--- src/rtl/mem_port_arbiter_pkg.sv ---
// Shared definitions for the fetch/data memory-port arbiter and the core LSU.
package mem_port_arbiter_pkg;

  localparam int unsigned ADDR_W = 64;
  localparam int unsigned DATA_W = 64;
  localparam int unsigned SEL_W  = DATA_W / 8;

  typedef enum logic [1:0] {
    ARB_IDLE  = 2'd0,
    ARB_ISSUE = 2'd1,
    ARB_WAIT  = 2'd2
  } arb_state_e;

  typedef enum logic {
    OWN_IF = 1'b0,
    OWN_D  = 1'b1
  } arb_owner_e;

  // Pick the 32-bit instruction half of a 64-bit memory word.
  function automatic logic [31:0] fetch_word(input logic [DATA_W-1:0] word, input logic hi);
    return hi ? word[63:32] : word[31:0];
  endfunction

endpackage

--- src/rtl/mem_port_arbiter_grant_sel.sv ---
// Fetch/data grant selection with a bounded fetch-starvation counter.
module arb_grant_sel #(
  parameter int unsigned STARVE_MAX = 4
) (
  input  logic clk,
  input  logic rst,
  input  logic if_req,
  input  logic d_req,
  input  logic idle,
  output logic if_gnt,
  output logic d_gnt
);

  localparam int unsigned CNT_W = (STARVE_MAX < 1) ? 1 : $clog2(STARVE_MAX + 1);
  localparam logic [CNT_W-1:0] CNT_MAX = CNT_W'(STARVE_MAX);

  logic [CNT_W-1:0] starve_cnt_q, starve_cnt_d;

  always_comb begin
    if_gnt = 1'b0;
    d_gnt  = 1'b0;
    if (idle) begin
      if (if_req && (!d_req || starve_cnt_q == CNT_MAX)) begin
        if_gnt = 1'b1;
      end else if (d_req) begin
        d_gnt = 1'b1;
      end
    end

    // Counts only data grants that bypassed a waiting fetch.
    starve_cnt_d = starve_cnt_q;
    if (!if_req || if_gnt) begin
      starve_cnt_d = '0;
    end else if (d_gnt && starve_cnt_q != CNT_MAX) begin
      starve_cnt_d = starve_cnt_q + CNT_W'(1);
    end
  end

  always_ff @(posedge clk) begin
    if (!rst) begin
      starve_cnt_q <= '0;
    end else begin
      starve_cnt_q <= starve_cnt_d;
    end
  end

endmodule

--- src/rtl/mem_port_arbiter.sv ---
// Serialises fetch and data requests onto one memory port, one transaction in flight.
module mem_port_arbiter
  import mem_port_arbiter_pkg::*;
#(
  parameter int unsigned STARVE_MAX = 4
) (
  input  logic              clk,
  input  logic              rst,
  input  logic              if_req,
  input  logic [ADDR_W-1:0] if_addr,
  output logic              if_gnt,
  output logic              if_rvalid,
  output logic [31:0]       if_rdata,
  input  logic              d_req,
  input  logic              d_we,
  input  logic [ADDR_W-1:0] d_addr,
  input  logic [DATA_W-1:0] d_wdata,
  input  logic [SEL_W-1:0]  d_sel,
  output logic              d_gnt,
  output logic              d_rvalid,
  output logic [DATA_W-1:0] d_rdata,
  output logic              mem_req,
  output logic              mem_we,
  output logic [ADDR_W-1:0] mem_addr,
  output logic [DATA_W-1:0] mem_wdata,
  output logic [SEL_W-1:0]  mem_sel,
  input  logic              mem_gnt,
  input  logic              mem_rvalid,
  input  logic [DATA_W-1:0] mem_rdata,
  output logic              busy
);

  arb_state_e        state_q, state_d;
  arb_owner_e        owner_q, owner_d;
  logic              addr2_q, addr2_d;
  logic              mem_req_q, mem_req_d;
  logic              mem_we_q, mem_we_d;
  logic [ADDR_W-1:0] mem_addr_q, mem_addr_d;
  logic [DATA_W-1:0] mem_wdata_q, mem_wdata_d;
  logic [SEL_W-1:0]  mem_sel_q, mem_sel_d;
  logic              busy_q, busy_d;
  logic [DATA_W-1:0] rdata_q, rdata_d;
  logic              if_rvalid_q, if_rvalid_d;
  logic              d_rvalid_q, d_rvalid_d;
  logic              if_gnt_w, d_gnt_w;
  logic              idle;

  // Grants are suppressed while reset is asserted so all outputs read 0.
  assign idle = (state_q == ARB_IDLE) && rst;

  arb_grant_sel #(
    .STARVE_MAX(STARVE_MAX)
  ) u_grant_sel (
    .clk    (clk),
    .rst    (rst),
    .if_req (if_req),
    .d_req  (d_req),
    .idle   (idle),
    .if_gnt (if_gnt_w),
    .d_gnt  (d_gnt_w)
  );

  always_comb begin
    state_d     = state_q;
    owner_d     = owner_q;
    addr2_d     = addr2_q;
    mem_req_d   = mem_req_q;
    mem_we_d    = mem_we_q;
    mem_addr_d  = mem_addr_q;
    mem_wdata_d = mem_wdata_q;
    mem_sel_d   = mem_sel_q;
    busy_d      = busy_q;
    rdata_d     = rdata_q;
    if_rvalid_d = 1'b0;
    d_rvalid_d  = 1'b0;

    unique case (state_q)
      ARB_IDLE: begin
        if (if_gnt_w) begin
          owner_d     = OWN_IF;
          addr2_d     = if_addr[2];
          mem_we_d    = 1'b0;
          mem_addr_d  = if_addr;
          mem_wdata_d = '0;
          mem_sel_d   = '1;
          mem_req_d   = 1'b1;
          busy_d      = 1'b1;
          state_d     = ARB_ISSUE;
        end else if (d_gnt_w) begin
          owner_d     = OWN_D;
          addr2_d     = 1'b0;
          mem_we_d    = d_we;
          mem_addr_d  = d_addr;
          mem_wdata_d = d_wdata;
          mem_sel_d   = d_sel;
          mem_req_d   = 1'b1;
          busy_d      = 1'b1;
          state_d     = ARB_ISSUE;
        end
      end
      ARB_ISSUE: begin
        if (mem_gnt) begin
          mem_req_d = 1'b0;
          state_d   = ARB_WAIT;
        end
      end
      ARB_WAIT: begin
        if (mem_rvalid) begin
          rdata_d = mem_rdata;
          busy_d  = 1'b0;
          state_d = ARB_IDLE;
          if (owner_q == OWN_IF) begin
            if_rvalid_d = 1'b1;
          end else begin
            d_rvalid_d = 1'b1;
          end
        end
      end
      default: begin
        mem_req_d = 1'b0;
        busy_d    = 1'b0;
        state_d   = ARB_IDLE;
      end
    endcase
  end

  always_ff @(posedge clk) begin
    if (!rst) begin
      state_q     <= ARB_IDLE;
      owner_q     <= OWN_IF;
      addr2_q     <= 1'b0;
      mem_req_q   <= 1'b0;
      mem_we_q    <= 1'b0;
      mem_addr_q  <= '0;
      mem_wdata_q <= '0;
      mem_sel_q   <= '0;
      busy_q      <= 1'b0;
      rdata_q     <= '0;
      if_rvalid_q <= 1'b0;
      d_rvalid_q  <= 1'b0;
    end else begin
      state_q     <= state_d;
      owner_q     <= owner_d;
      addr2_q     <= addr2_d;
      mem_req_q   <= mem_req_d;
      mem_we_q    <= mem_we_d;
      mem_addr_q  <= mem_addr_d;
      mem_wdata_q <= mem_wdata_d;
      mem_sel_q   <= mem_sel_d;
      busy_q      <= busy_d;
      rdata_q     <= rdata_d;
      if_rvalid_q <= if_rvalid_d;
      d_rvalid_q  <= d_rvalid_d;
    end
  end

  assign if_gnt    = if_gnt_w;
  assign d_gnt     = d_gnt_w;
  assign if_rvalid = if_rvalid_q;
  assign if_rdata  = fetch_word(rdata_q, addr2_q);
  assign d_rvalid  = d_rvalid_q;
  assign d_rdata   = rdata_q;
  assign mem_req   = mem_req_q;
  assign mem_we    = mem_we_q;
  assign mem_addr  = mem_addr_q;
  assign mem_wdata = mem_wdata_q;
  assign mem_sel   = mem_sel_q;
  assign busy      = busy_q;

endmodule

--- config.mk ---
export PLATFORM = sky130hd
export DESIGN_NAME = mem_port_arbiter
export DESIGN_NICKNAME = d
export VERILOG_FILES = /design/src/rtl/mem_port_arbiter_pkg.sv /design/src/rtl/mem_port_arbiter_grant_sel.sv /design/src/rtl/mem_port_arbiter.sv
export SDC_FILE = /design/constraint.sdc
export NUM_CORES = 1
export LEC_CHECK = 0
export BUFFER_PORTS_ARGS = -buffer_cell sky130_fd_sc_hd__buf_2
export CORE_AREA = 2 2 196 198
export DETAILED_ROUTE_END_ITERATION = 8
export DIE_AREA = 0 0 198 200
export SLEW_MARGIN = 30
export SYNTH_ARGS = -nofsm -noshare
export SYNTH_HDL_FRONTEND = slang
export SYNTH_HIERARCHICAL = 1
export SYNTH_SLANG_ARGS = --single-unit
--- constraint.sdc ---
create_clock -name clk -period 2.78 [get_ports clk]
set_clock_uncertainty 0.2 [all_clocks]
set_input_delay 0.417 -clock clk [delete_from_list [all_inputs] [get_ports clk]]
set_output_delay 0.417 -clock clk [all_outputs]
set_load 0.005 [all_outputs]
==> summary.md, run 1 <==
| Metric | Value |
|---|---|
| Peak supply drop | `0.3968 mV` |
| Worst Setup SP | `state_q[1]` |
| Pre-antenna DRT Iters | `5` |
| Ys Warns | `6` |
| Worst-path clk slew | `0.06 ns` |
| Startpoint types | `register` |
| Layout area overhead | `60.38%` |
| Rows | `71` |
| GRT met3 Usage | `0.03579` |
| Grt met1 use | `0.1912` |
| Antenna violations before repair | `0` |
| CTS tree | `done` |
| Initial Utilization | `0.2418` |
| PD cells | `583.6 mW/mm^2` |
| Post-route ant nets | `0` |
| CTS Buf Count | `26` |
| Core area | `0.03740 mm^2` |
| GRT overflow | `0` |
| Fillcell total | `3763` |
| Min-delay src | `d_addr[3]` |
| Syn Std Cell Area | `0.009045 mm^2` |
| Worst path max stage delay | `0.31 ns` |
| Fmax | `0.3747 GHz` |
| Die height | `200 um` |
| Antenna fix cells | `0` |
| Worst path required time | `2.16 ns` |
| Buffers and inverters on the worst path | `4` |
| Worst-Margin Slew | `1.265 ns` |
| Post-synth EDFFs | `0` |
| Die width | `198 um` |
| Total number of H-tree levels | `1` |
| Clk Latency, worst-skew pair | `0.53 ns` |
| Met2 Usage GRT | `0.3080` |
| Status | `finished, final reports clean` |
| Post-synth top area share | `0.4692` |
| Final hold viol count | `0` |
| Critical path data arrival time | `2.05 ns` |
| Post-synthesis cell count | `1006` |
| Via count | `10058` |
| Io pins | `510` |
| Yosys reg bits | `212` |
| WHS | `0.03350 ns` |
| CTS Sinks | `212` |
| Max_cap viols | `0` |
| Min Tclk post-route | `2.669 ns` |
| Share of layout cells above drive strength 1 | `0.3824` |
| Synth Flop Type | `dfxtp_1` |
| RePlAce Congestion | `0.7945` |
| CP cell instances | `or2_2 > nor2_2 > inv_1 > nor3b_2 > buf_6 > buf_16 > buf_2` |
| Hold Path Class | `in2reg` |
| Root buf cell | `clkbuf_16` |
| Setup_tns | `0 ns` |
| Seq/Total Area, Yosys | `0.4692` |
| Final Power | `8.467 mW` |
| FF-to-FF Start | `state_q[1]` |
| Commonest non-fill, non-tap cell in the layout | `buf_2` |
| Fin nets | `1877` |
| Number of buffer cells added on primary ports | `509` |
| First-pass GRT wire length | `53390 um` |
| Most frequent cells in the layout | `buf_2, dfxtp_1, a21oi_1` |
| DR vias/cell | `4.711` |
| Worst slew margin | `0.1566` |
| RSZ-0062 raised after global routing | `false` |
| Max Buffers Root-to-Sink | `3` |
| Post-synth top area cell | `dfxtp_1` |
| CP Capture Type | `primary output` |
| Largest net degree at the start of global routing | `208` |
| Post-layout util | `0.3879` |
| Critical Path Fanout Max | `14` |
| Slew Viols, Final | `0` |
| CP delay by family, top | `simple AND/OR/NAND/NOR gates` |
| GRT Total Usage | `0.1689` |
| Vias in the first global route | `9918` |
| Yosys cell types | `38` |
| DR WL/cell | `16.90 um` |
| Drt drc | `0` |
| Kind of critical path | `reg2out` |
| Detailed-route wire length | `36090 um` |
| Setup violators final | `0` |
| GR peak layer | `met2` |
| Synthesized area per cell | `8.991 um^2` |
| Asr flop ratio synth | `0` |
| CP max stage cell | `or2_2` |
| Lkg Pwr | `6.272 nW` |
| Setup slack, reg-to-reg | `0.23 ns` |
| Dpl hpwl | `22770 um` |
| Mapped Nets | `1279` |
| Die ar. | `0.03960 mm^2` |
| Top post-synthesis cells by area | `dfxtp_1, a21oi_1, mux2i_1` |
| Iteration-0 DRC count of the detailed router | `475` |
| Period utilization | `0.9599` |
[cells in the mapped netlist, types with 2 or more instances]
master	number
o21ai_0	67
ha_1	2
mux2i_1	63
nor2_1	11
a211oi_1	72
buf_6	8
nand4b_1	66
nand2_1	133
nor3_1	2
clkbuf_1	56
buf_4	3
dfxtp_1	212
mux2_2	32
a31oi_1	2
o21ai_1	4
a21oi_1	207
inv_1	3
nor3b_1	2
buf_2	42
[flip-flops by register name (all words and copies together) (netlist names), 2 cells and up]
register / count
d_rdata: 64
mem_addr: 64
mem_sel: 8
mem_wdata: 64
state_q: 2
u_grant_sel/starve_cnt_q: 3
[where the power goes]
group	total (mW)	internal [mW]	switching [mW]	leakage, nW
Sequential	3.35	3.24	0.108	1.73
Combinational	1.51	0.715	0.798	4.09
Clock	3.61	2.26	1.35	0.454
Total	8.47	6.21	2.26	6.27
[per-layer routing]
layer  vias to the layer above  part of all wire
met1                      4709              0.39
li1                       4823                 -
met5                         -                 0
met3                        83             0.067
met4                         0             0.040
met2                       443              0.50
[worst min-delay path, delay by kind of cell]
family,cells,cell delay (ns)
buf+inv,1,0.09
compound gates,1,0.08
mux,1,0.11
[final cells by class]
class | count | area [um^2] | area share
timing repair buffer | 680 | 4405 | 0.3037
multi-input combinational | 680 | 4274 | 0.2946
sequential | 212 | 4245 | 0.2927
clock buffer | 36 | 749.5 | 0.05166
tap | 511 | 639.4 | 0.04407
clock inverter | 12 | 172.7 | 0.01190
inverter | 4 | 20.02 | 0.001380
[path summary, 6_finish.rpt]
| check | endpoint | cells past startpoint |
|---|---|---|
| min | mem_addr[3] | 3 |
| max | if_gnt | 7 |
| min reg2reg | mem_req | 2 |
| max reg2reg | mem_sel[0] | 9 |
[what timing repair did]
action,CTS,global route
resized for setup,6,3
gates cloned,4,0
hold buffers,147,0
hold endpoints to repair,147,0
setup endpoints to repair,2,6
buffers inserted,1,0
[through the flow]
stage               worst slack, ns  area (um^2)  cells
floorplan                   0.01585         9049   1006
global placement             0.1495        11920   1934
detailed placement           0.1005        11940   1935
CTS                         0.04929        14500   2135
global route               0.003489        14510   2135
finish                       0.1114        14510   2135
[cell families (layout without fill, tap and decap cells)]
group | Yosys count | count (layout) | synth area share
buffers and inverters | 114 | 732 | 0.06100
and+or+nand+nor | 228 | 228 | 0.1400
muxes | 95 | 95 | 0.1096
adders and majority gates | 2 | 2 | 0.002766
DFF | 212 | 212 | 0.4692
AOI/OAI and AO/OA | 355 | 355 | 0.2175
(Power assumes the default switching activity.)
==> run 2: changes to the inputs <==
CTS_BUF_LIST = sky130_fd_sc_hd__clkbuf_16   (was default)
==> summary.md, run 2 (synthesis gave the netlist of run 1 again) <==
| Metric | Value |
|---|---|
| Status | `finished, final reports clean` |
| Startpoint types | `register` |
| Setup_tns | `0 ns (unchanged)` |
| Fmax | `0.3756 GHz (+0.23%)` |
| Core area | `0.03740 mm^2 (unchanged)` |
| Worst-path clk slew | `0.06 ns (about the same)` |
| Worst slew margin | `0.2424 (+0.08580)` |
| Setup violators final | `0 (unchanged)` |
| Share of layout cells above drive strength 1 | `0.3799 (-0.002463)` |
| Pre-antenna DRT Iters | `5 (unchanged)` |
| Worst Setup SP | `state_q[1]` |
| GRT overflow | `0 (unchanged)` |
| Critical path data arrival time | `2.05 ns (about the same)` |
| Hold path cells | `3 (unchanged)` |
| Worst path required time | `2.16 ns (about the same)` |
| Most frequent cells in the layout | `buf_2, dfxtp_1, a21oi_1` |
| Total number of H-tree levels | `1 (unchanged)` |
| Peak supply drop | `0.3990 mV (+0.57%)` |
| Dpl hpwl | `22770 um (unchanged)` |
| First-pass GRT wire length | `53260 um (-0.23%)` |
| Number of buffer cells added on primary ports | `509 (unchanged)` |
| Min Tclk post-route | `2.663 ns (-0.006040 ns)` |
| Clk Latency, worst-skew pair | `0.53 ns (about the same)` |
| Io pins | `510 (unchanged)` |
| Lkg Pwr | `6.270 nW (about the same)` |
| Min-delay src | `d_addr[13]` |
| Reg2Reg Depth | `9 (unchanged)` |
| Via count | `9960 (-0.97%)` |
| Layout area overhead | `59.94%` |
| Commonest non-fill, non-tap cell in the layout | `buf_2` |
| Max Buffers Root-to-Sink | `3 (unchanged)` |
| Critical Path Fanout Max | `14 (unchanged)` |
| Largest net degree at the start of global routing | `208 (unchanged)` |
| PD cells | `576.2 mW/mm^2 (-1.3%)` |
| Root buf cell | `clkbuf_16` |
| CTS Buf Count | `26 (unchanged)` |
| Initial Utilization | `0.2418 (unchanged)` |
| Die width | `198 um (unchanged)` |
| Antenna violations before repair | `0 (unchanged)` |
| Vias in the first global route | `9887 (-0.31%)` |
| Rows | `71 (unchanged)` |
| Kind of critical path | `reg2out` |
| Final hold viol count | `0 (unchanged)` |
| Slew Viols, Final | `0 (unchanged)` |
| Hold Path Class | `in2reg` |
| CP Capture Type | `primary output` |
| Drt drc | `0 (unchanged)` |
| Detailed-route wire length | `35920 um (-0.46%)` |
| Antenna fix cells | `0 (unchanged)` |
| Fin nets | `1877 (unchanged)` |
| RSZ-0062 raised after global routing | `false` |
| CTS tree | `done` |
| FF-to-FF Start | `state_q[1]` |
| Period utilization | `0.9578 (-0.002173)` |
| RePlAce Congestion | `0.7945 (unchanged)` |
| Die height | `200 um (unchanged)` |
| GRT Total Usage | `0.1686 (-0.0003014)` |
| DR WL/cell | `16.82 um (-0.46%)` |
| DR vias/cell | `4.665 (-0.97%)` |
| Max_cap viols | `0 (unchanged)` |
| Iteration-0 DRC count of the detailed router | `493 (+3.8%)` |
| Post-route ant nets | `0 (unchanged)` |
| WHS | `0.03284 ns (-0.0006661 ns)` |
| CTS Sinks | `212 (unchanged)` |
| Die ar. | `0.03960 mm^2 (unchanged)` |
| Worst-Margin Slew | `1.136 ns (-0.1287 ns)` |
run 2: cell count changes in the layout (fill, tap and decap cells not counted), sizes merged:
cell / previous run / this run
clkinv: 6 / 10
clkbuf: 36 / 27
inv: 5 / 10
run 2: worst max-delay path, stage by stage, from the launching register on:
cell and delay [ns]:
dfxtp_1 0.30, or2_2 0.31, nor2_2 0.14, inv_1 0.08
nor3b_2 0.17, buf_6 0.19, buf_16 0.19, buf_2 0.14
run 2: per-stage QoR:
| step | worst slack, ns | total power, mW | utilization | instance area, um^2 | cells |
|---|---|---|---|---|---|
| 3_5_place_dp | 0.1005 | 4.707 | 0.3193 | 11940 | 1935 |
| 6_report | 0.1174 | 8.336 | 0.3868 | 14470 | 2135 |
| 2_1_floorplan | 0.01585 | 4.113 | - | 9049 | 1006 |
| 4_1_cts | 0.04858 | 8.452 | 0.3866 | 14460 | 2135 |
| 5_1_grt | 0.004393 | 8.731 | 0.3868 | 14470 | 2135 |
| 3_3_place_gp | 0.1495 | 4.679 | 0.3188 | 11920 | 1934 |
run 2: final cells by class:
cell class,instances,area (um^2)
Clock buffer,27,675.6
Clock inverter,21,206.4
Fill cell,3777,22930
Inverter,4,20.02
Multi-Input combinational cell,680,4274
Sequential cell,212,4245
Tap cell,511,639.4
Timing Repair Buffer,680,4405
run 2: worst paths after layout:
| check | slack (ns) | endpoint |
|---|---|---|
| setup / recovery | 0.12 | if_gnt |
| hold / removal | 0.03 | mem_addr[13] |
| setup reg to reg | 0.25 | mem_sel[0] |
| hold reg to reg | 0.25 | mem_req |
run 2: report_power, final:
group          leakage [nW]  total, mW  internal [mW]  switching (mW)
logic                  4.09       1.51          0.714           0.796
registers              1.73       3.35           3.24           0.108
clock network         0.452       3.48           2.13            1.35
run 2: routing by layer:
layer  part of all wire  track usage
met1               0.39       0.1901
met2               0.50       0.3028
met3              0.069      0.03864
met4              0.044      0.07742
met5                  0            0
run 2: repair_timing:
item                       CTS  global route
gates cloned                 4             0
setup buffers                1             0
hold buffers               147             0
gates resized for setup      6             3
setup endpoints to repair    2             7
hold endpoints to repair   147             0
